[config.mk]
export PLATFORM = sky130hd
export DESIGN_NAME = mem_rr_arbiter
export DESIGN_NICKNAME = d
export VERILOG_FILES = /design/src/rtl/mem_rr_arbiter.sv
export SDC_FILE = /design/constraint.sdc
export NUM_CORES = 1
export LEC_CHECK = 0
export BUFFER_PORTS_ARGS = -buffer_cell sky130_fd_sc_hd__clkbuf_2
export CAP_MARGIN = 10
export CORE_MARGIN = 1.5
export CORE_UTILIZATION = 45
export CTS_CLUSTER_DIAMETER = 50
export DETAILED_ROUTE_END_ITERATION = 10
export PLACE_DENSITY_LB_ADDON = 0.25
export SYNTH_ARGS = -nofsm -noshare
export SYNTH_HDL_FRONTEND = slang
export SYNTH_SLANG_ARGS = --single-unit
[constraint.sdc]
create_clock -name clk -period 2.2 [get_ports clk]
set_clock_uncertainty 0.1 [all_clocks]
set_input_delay 0 -clock clk [delete_from_list [all_inputs] [get_ports clk]]
set_output_delay 0 -clock clk [all_outputs]
set_load 0.02 [all_outputs]
[src/rtl/mem_rr_arbiter.sv]
// Two-requester round-robin arbiter sequencing single transactions onto a valid/ready memory port.
// Optional BUSY watchdog enabled by defining MEM_ARB_TIMEOUT_EN.
module mem_rr_arbiter #(
    parameter int unsigned ADDR_WIDTH = 6,
    parameter int unsigned WIDTH      = 16,
    parameter int unsigned TIMEOUT    = 15
) (
    input  logic                  clk,
    input  logic                  res,
    input  logic                  r0_valid,
    input  logic                  r0_wr_rd,
    input  logic [ADDR_WIDTH-1:0] r0_addr,
    input  logic [WIDTH-1:0]      r0_wdata,
    output logic                  r0_ready,
    output logic [WIDTH-1:0]      r0_rdata,
    output logic                  r0_err,
    input  logic                  r1_valid,
    input  logic                  r1_wr_rd,
    input  logic [ADDR_WIDTH-1:0] r1_addr,
    input  logic [WIDTH-1:0]      r1_wdata,
    output logic                  r1_ready,
    output logic [WIDTH-1:0]      r1_rdata,
    output logic                  r1_err,
    output logic                  m_valid,
    output logic                  m_wr_rd,
    output logic [ADDR_WIDTH-1:0] m_addr,
    output logic [WIDTH-1:0]      m_wdata,
    input  logic                  m_ready,
    input  logic [WIDTH-1:0]      m_rdata,
    output logic                  gnt,
    output logic                  busy
);

    typedef enum logic [1:0] {
        S_IDLE = 2'd0,
        S_BUSY = 2'd1,
        S_DONE = 2'd2
    } state_t;

    if (TIMEOUT < 1) begin : g_timeout_check
        $error("mem_rr_arbiter: TIMEOUT must be at least 1");
    end

    state_t                state_q, state_d;
    logic                  ptr_q, ptr_d;
    logic                  gnt_q, gnt_d;
    logic                  busy_q, busy_d;
    logic                  mv_q, mv_d;
    logic                  mwr_q, mwr_d;
    logic [ADDR_WIDTH-1:0] maddr_q, maddr_d;
    logic [WIDTH-1:0]      mwdata_q, mwdata_d;
    logic [1:0]            rdy_q, rdy_d;
    logic [1:0]            err_q, err_d;
    logic [WIDTH-1:0]      r0_rdata_q, r0_rdata_d;
    logic [WIDTH-1:0]      r1_rdata_q, r1_rdata_d;

    logic                  sel;
    logic                  sel_wr;
    logic [ADDR_WIDTH-1:0] sel_addr;
    logic [WIDTH-1:0]      sel_wdata;
    logic                  fin;
    logic                  fin_err;
    logic [WIDTH-1:0]      fin_data;

`ifdef MEM_ARB_TIMEOUT_EN
    localparam int unsigned CW = $clog2(TIMEOUT + 1);
    logic [CW-1:0] cnt_q, cnt_d;
`endif

    // Lone requester wins outright; on a tie the one not granted last time wins.
    always_comb begin
        sel       = (r0_valid && r1_valid) ? ~ptr_q : r1_valid;
        sel_wr    = sel ? r1_wr_rd : r0_wr_rd;
        sel_addr  = sel ? r1_addr  : r0_addr;
        sel_wdata = sel ? r1_wdata : r0_wdata;
    end

    always_comb begin
        state_d    = state_q;
        ptr_d      = ptr_q;
        gnt_d      = gnt_q;
        mv_d       = mv_q;
        mwr_d      = mwr_q;
        maddr_d    = maddr_q;
        mwdata_d   = mwdata_q;
        rdy_d      = '0;
        err_d      = '0;
        r0_rdata_d = '0;
        r1_rdata_d = '0;
        fin        = 1'b0;
        fin_err    = 1'b0;
        fin_data   = '0;
`ifdef MEM_ARB_TIMEOUT_EN
        cnt_d      = cnt_q;
`endif

        case (state_q)
            S_IDLE: begin
                mv_d     = 1'b0;
                mwr_d    = 1'b0;
                maddr_d  = '0;
                mwdata_d = '0;
                if (r0_valid || r1_valid) begin
                    state_d  = S_BUSY;
                    gnt_d    = sel;
                    mv_d     = 1'b1;
                    mwr_d    = sel_wr;
                    maddr_d  = sel_addr;
                    mwdata_d = sel_wr ? sel_wdata : '0;
`ifdef MEM_ARB_TIMEOUT_EN
                    cnt_d    = '0;
`endif
                end
            end

            S_BUSY: begin
                if (m_ready) begin
                    fin      = 1'b1;
                    fin_data = mwr_q ? '0 : m_rdata;
                end
`ifdef MEM_ARB_TIMEOUT_EN
                // m_ready takes priority over an expiry landing in the same cycle.
                else if (cnt_q == CW'(TIMEOUT - 1)) begin
                    fin     = 1'b1;
                    fin_err = 1'b1;
                end else begin
                    cnt_d = cnt_q + CW'(1);
                end
`endif
                if (fin) begin
                    state_d       = S_DONE;
                    mv_d          = 1'b0;
                    mwr_d         = 1'b0;
                    maddr_d       = '0;
                    mwdata_d      = '0;
                    ptr_d         = gnt_q;
                    rdy_d[gnt_q]  = 1'b1;
                    err_d[gnt_q]  = fin_err;
                    if (gnt_q) r1_rdata_d = fin_data;
                    else       r0_rdata_d = fin_data;
                end
            end

            S_DONE: state_d = S_IDLE;

            default: state_d = S_IDLE;
        endcase

        busy_d = (state_d != S_IDLE);
    end

    always_ff @(posedge clk) begin
        if (res) begin
            state_q    <= S_IDLE;
            ptr_q      <= 1'b1;
            gnt_q      <= 1'b0;
            busy_q     <= 1'b0;
            mv_q       <= 1'b0;
            mwr_q      <= 1'b0;
            maddr_q    <= '0;
            mwdata_q   <= '0;
            rdy_q      <= '0;
            err_q      <= '0;
            r0_rdata_q <= '0;
            r1_rdata_q <= '0;
`ifdef MEM_ARB_TIMEOUT_EN
            cnt_q      <= '0;
`endif
        end else begin
            state_q    <= state_d;
            ptr_q      <= ptr_d;
            gnt_q      <= gnt_d;
            busy_q     <= busy_d;
            mv_q       <= mv_d;
            mwr_q      <= mwr_d;
            maddr_q    <= maddr_d;
            mwdata_q   <= mwdata_d;
            rdy_q      <= rdy_d;
            err_q      <= err_d;
            r0_rdata_q <= r0_rdata_d;
            r1_rdata_q <= r1_rdata_d;
`ifdef MEM_ARB_TIMEOUT_EN
            cnt_q      <= cnt_d;
`endif
        end
    end

    assign r0_ready = rdy_q[0];
    assign r1_ready = rdy_q[1];
    assign r0_err   = err_q[0];
    assign r1_err   = err_q[1];
    assign r0_rdata = r0_rdata_q;
    assign r1_rdata = r1_rdata_q;
    assign m_valid  = mv_q;
    assign m_wr_rd  = mwr_q;
    assign m_addr   = maddr_q;
    assign m_wdata  = mwdata_q;
    assign gnt      = gnt_q;
    assign busy     = busy_q;

endmodule
==> qor.yml <==
viasPerCell: 4.77
synth-compound-area-share_pct: 17.0
ys_seq_area_share_pct: 54.1
vias: 2157
cts_made_buffers: 9
yosysUniqueCellTypes: 29
clk_pin_slew_ns: 0.07
outcome: "finished, final reports clean"
rr_worst_depth: 5
grt_pass1_vias: 2132
worstSkewPairLatency_ns: 0.33
postLayoutCellArea_um2: 3790
routed.top_layer: "met4"
p_sw_share_pct: 25.5
cts_tree: "built"
grt-ovfl-total: 0
hold_slack_ns: 0.0770
die_area_um2: 5620
min_path_cells: 4
cts.path.max_buffers: 2
final_layout_size_suffix_gt1_share_pct: 43.5
port_buffers: 126
tightest_slew_ns: 1.05
crit_fanout: 23
synthMuxAreaShare_pct: 9.87
p_per_area_nw_per_um2: 682
fin_crit_ns: 2.08
worst_slack_ns: 0.117
grt_max_degree: 33
max_freq_mhz: 480
cts_htree_levels: 3
die_w_um: 75.0
tns_ns: 0
cts_sinks: 63
yosysWarnings: 0
maxSlewViolCount: 0
p_switching_w: 0.000659
critPathArrivalTime_ns: 2.17
wl_met3_um: 312
yosys.area_share.simple_pct: 13.5
rsz0062_at_grt: "no"
syn_inst: 186
synth-xor-area-share_pct: 0
syn_avg_cell_area_um2: 12.5
internal_power_w: 0.00193
fin_nets: 444
worst_setup_path_end_kind: "register"
synth_seq_cells: 63
rows: 26
areaGrowthSynthToFinish_pct: 62.6
r2r_end: "m_wdata[9]$_SDFFE_PP0P_"
min_from: "r1_wr_rd"
ir_worst_vdd_mv: 0.530
dr.pass1.iters: 4
pre_cts_ws_ns: 0.421
drt_iter0_markers: 64
total_power_w: 0.00259
pwr-share-clk_pct: 36.7
hold_viol_final: 0
wl_met2_um: 3330
relSlewSlack_pct: 30.2
grt_pass1_wl_um: 9520
crit_path_start_kind: "primary input"
ctsResizeCount: 0
drt-wirelength-per-cell_um: 14.0
criticalPathCategory: "in2reg"
antenna_cells: 0
cap_violations: 0
gp_congestion: 0.798
die_h_um: 75.0
antenna_found_initial: 0
post-route-period-util_pct: 94.7
io_pins: 129
track_usage_pct: 23.3
wl_um: 6320
p_comb_share_pct: 16.5
post_dp_cell_area_um2: 2950
drcViolationCount: 0
r2r_start: "ptr_q$_SDFFE_PP1P_"
final-setup-viol-count: 0
cts_root_buf: "clkbuf_8"
netlist_area_um2: 2330
worstHoldEndpoint: "m_wr_rd$_SDFFE_PP0P_"
initial_core_util_pct: 46.3
rrSetupSlack_ns: 0.15
seq_power_share_pct: 46.8
hold_path_class: "in2reg"
power.leakage_nw: 1.89
synthAdderAreaFrac_pct: 0
place_hpwl_um: 3770
core_um2: 5040
synth_top_family_by_area: "compound AO/OA/AOI/OAI gates"
met1_length_um: 2490
ant_nets: 0
required_ns: 2.29
## metrics by stage
| stage | cells | util [%] |
|---|---|---|
| floorplan | 187 | - |
| global placement | 371 | 58.6 |
| detailed placement | 371 | 58.6 |
| CTS | 452 | 75.2 |
| global route | 452 | 75.2 |
| finish | 452 | 75.2 |
## registers in the layout, summed over array words and instances, names as in the netlist
| signal | count |
|---|---|
| busy | 1 |
| m_wr_rd | 1 |
| rdy_q | 2 |
| m_wdata | 16 |
| ptr_q | 1 |
| r1_rdata | 16 |
| m_addr | 6 |
| gnt | 1 |
| state_q | 2 |
| r0_rdata | 16 |
| m_valid | 1 |
## worst max path at each step
stage | start | end | slack (ns) | depth (start not counted)
after CTS | r1_valid | m_wdata[11]$_SDFFE_PP0P_ | 0.18 | 7
after floorplan | state_q[1]$_SDFF_PP0_ | m_addr[1]$_SDFFE_PP0P_ | 0.86 | 4
after global placement | ptr_q$_SDFFE_PP1P_ | m_wdata[15]$_SDFFE_PP0P_ | 0.50 | 3
final | r1_valid | m_wdata[9]$_SDFFE_PP0P_ | 0.12 | 7
after global routing | r1_valid | m_wdata[4]$_SDFFE_PP0P_ | 0.03 | 7
after detailed placement | ptr_q$_SDFFE_PP1P_ | m_wdata[4]$_SDFFE_PP0P_ | 0.42 | 3
## critical path: stages
cell and delay (ns):
dlygate4sd3_1 0.52, clkbuf_2 0.15, a21boi_4 0.20, buf_4 0.38, mux2i_1 0.27, dlygate4sd3_1 0.59
o2bb2ai_2 0.05
## power groups by stage
stage | registers [W] | clock network, W | logic [W]
floorplan | 0.00128 | 0 | 0.000156
global placement | 0.00124 | 0 | 0.000303
detailed placement | 0.00124 | 0 | 0.000308
CTS | 0.00121 | 0.000963 | 0.000420
global route | 0.00122 | 0.00102 | 0.000460
finish | 0.00121 | 0.000948 | 0.000426
## cells by family after synthesis
family,Yosys count
other,1
AOI/OAI and AO/OA,35
DFF,63
buffers and inverters,16
and+or+nand+nor,48
muxes,23
## cell type report
class,instances,area [um^2]
repair buffers,194,1300
flip-flops and latches,63,1260
fillers,338,1250
multi-input cells,108,947
clock buffers,10,128
well taps,70,87.6
clock inverters,6,61.3
inverters,1,3.75
## cells in the final DEF, fill, tap and decap left out, drive strengths merged, types with 2 or more instances in the layout
cell type    Yosys  layout
nor2             2       2
o221ai           2       2
mux2i           23      23
o21ai            3       3
and2             3       3
a21oi            4       4
o2bb2ai         22      22
nor2b            2       2
clkbuf           3     136
dfxtp           63      63
and3            32      32
nand3b           2       2
clkinv           0       4
conb             1       2
buf             12       3
nand2b           2       2
dlygate4sd3      0      65
## synthesized netlist by cell type
| cell | count | area [um^2] |
|---|---|---|
| a211oi_1 | 1 | 7.51 |
| a21boi_4 | 1 | 18.8 |
| a21oi_1 | 4 | 20.0 |
| and2_1 | 2 | 12.5 |
| and2_4 | 1 | 8.76 |
| and2b_4 | 1 | 10.0 |
| and3_1 | 32 | 200 |
| and4bb_1 | 1 | 12.5 |
| buf_4 | 6 | 45.0 |
| buf_6 | 6 | 67.6 |
| clkbuf_1 | 3 | 11.3 |
| conb_1 | 1 | 3.75 |
| dfxtp_1 | 63 | 1260 |
| inv_1 | 1 | 3.75 |
| mux2i_1 | 23 | 230 |
| nand2b_1 | 2 | 12.5 |
| nand3b_1 | 2 | 15.0 |
| nor2_1 | 2 | 7.51 |
| nor2b_1 | 2 | 12.5 |
| nor3_1 | 1 | 5.00 |
| o21ai_0 | 3 | 15.0 |
| o21ba_2 | 1 | 10.0 |
| o221ai_1 | 1 | 8.76 |
| o221ai_2 | 1 | 15.0 |
| o2bb2ai_1 | 6 | 52.6 |
| o2bb2ai_2 | 16 | 240 |
| o31ai_1 | 1 | 7.51 |
| or3_1 | 1 | 6.26 |
| or4_4 | 1 | 11.3 |
## per-layer routing
| layer | global-route usage (%) | vias to the layer above |
|---|---|---|
| li1 | - | 1062 |
| met1 | 24.7 | 1001 |
| met2 | 41.4 | 77 |
| met3 | 5.89 | 17 |
| met4 | 14.1 | 0 |
| met5 | 0 | - |
## repair_timing
action                                 in CTS  in global routing
endpoints found under the hold margin      61                  0
setup endpoints to repair                   0                  0
hold buffers                               65                  0
buffers inserted                            0                  0
No activity file was read; power rests on OpenSTA's default activity.
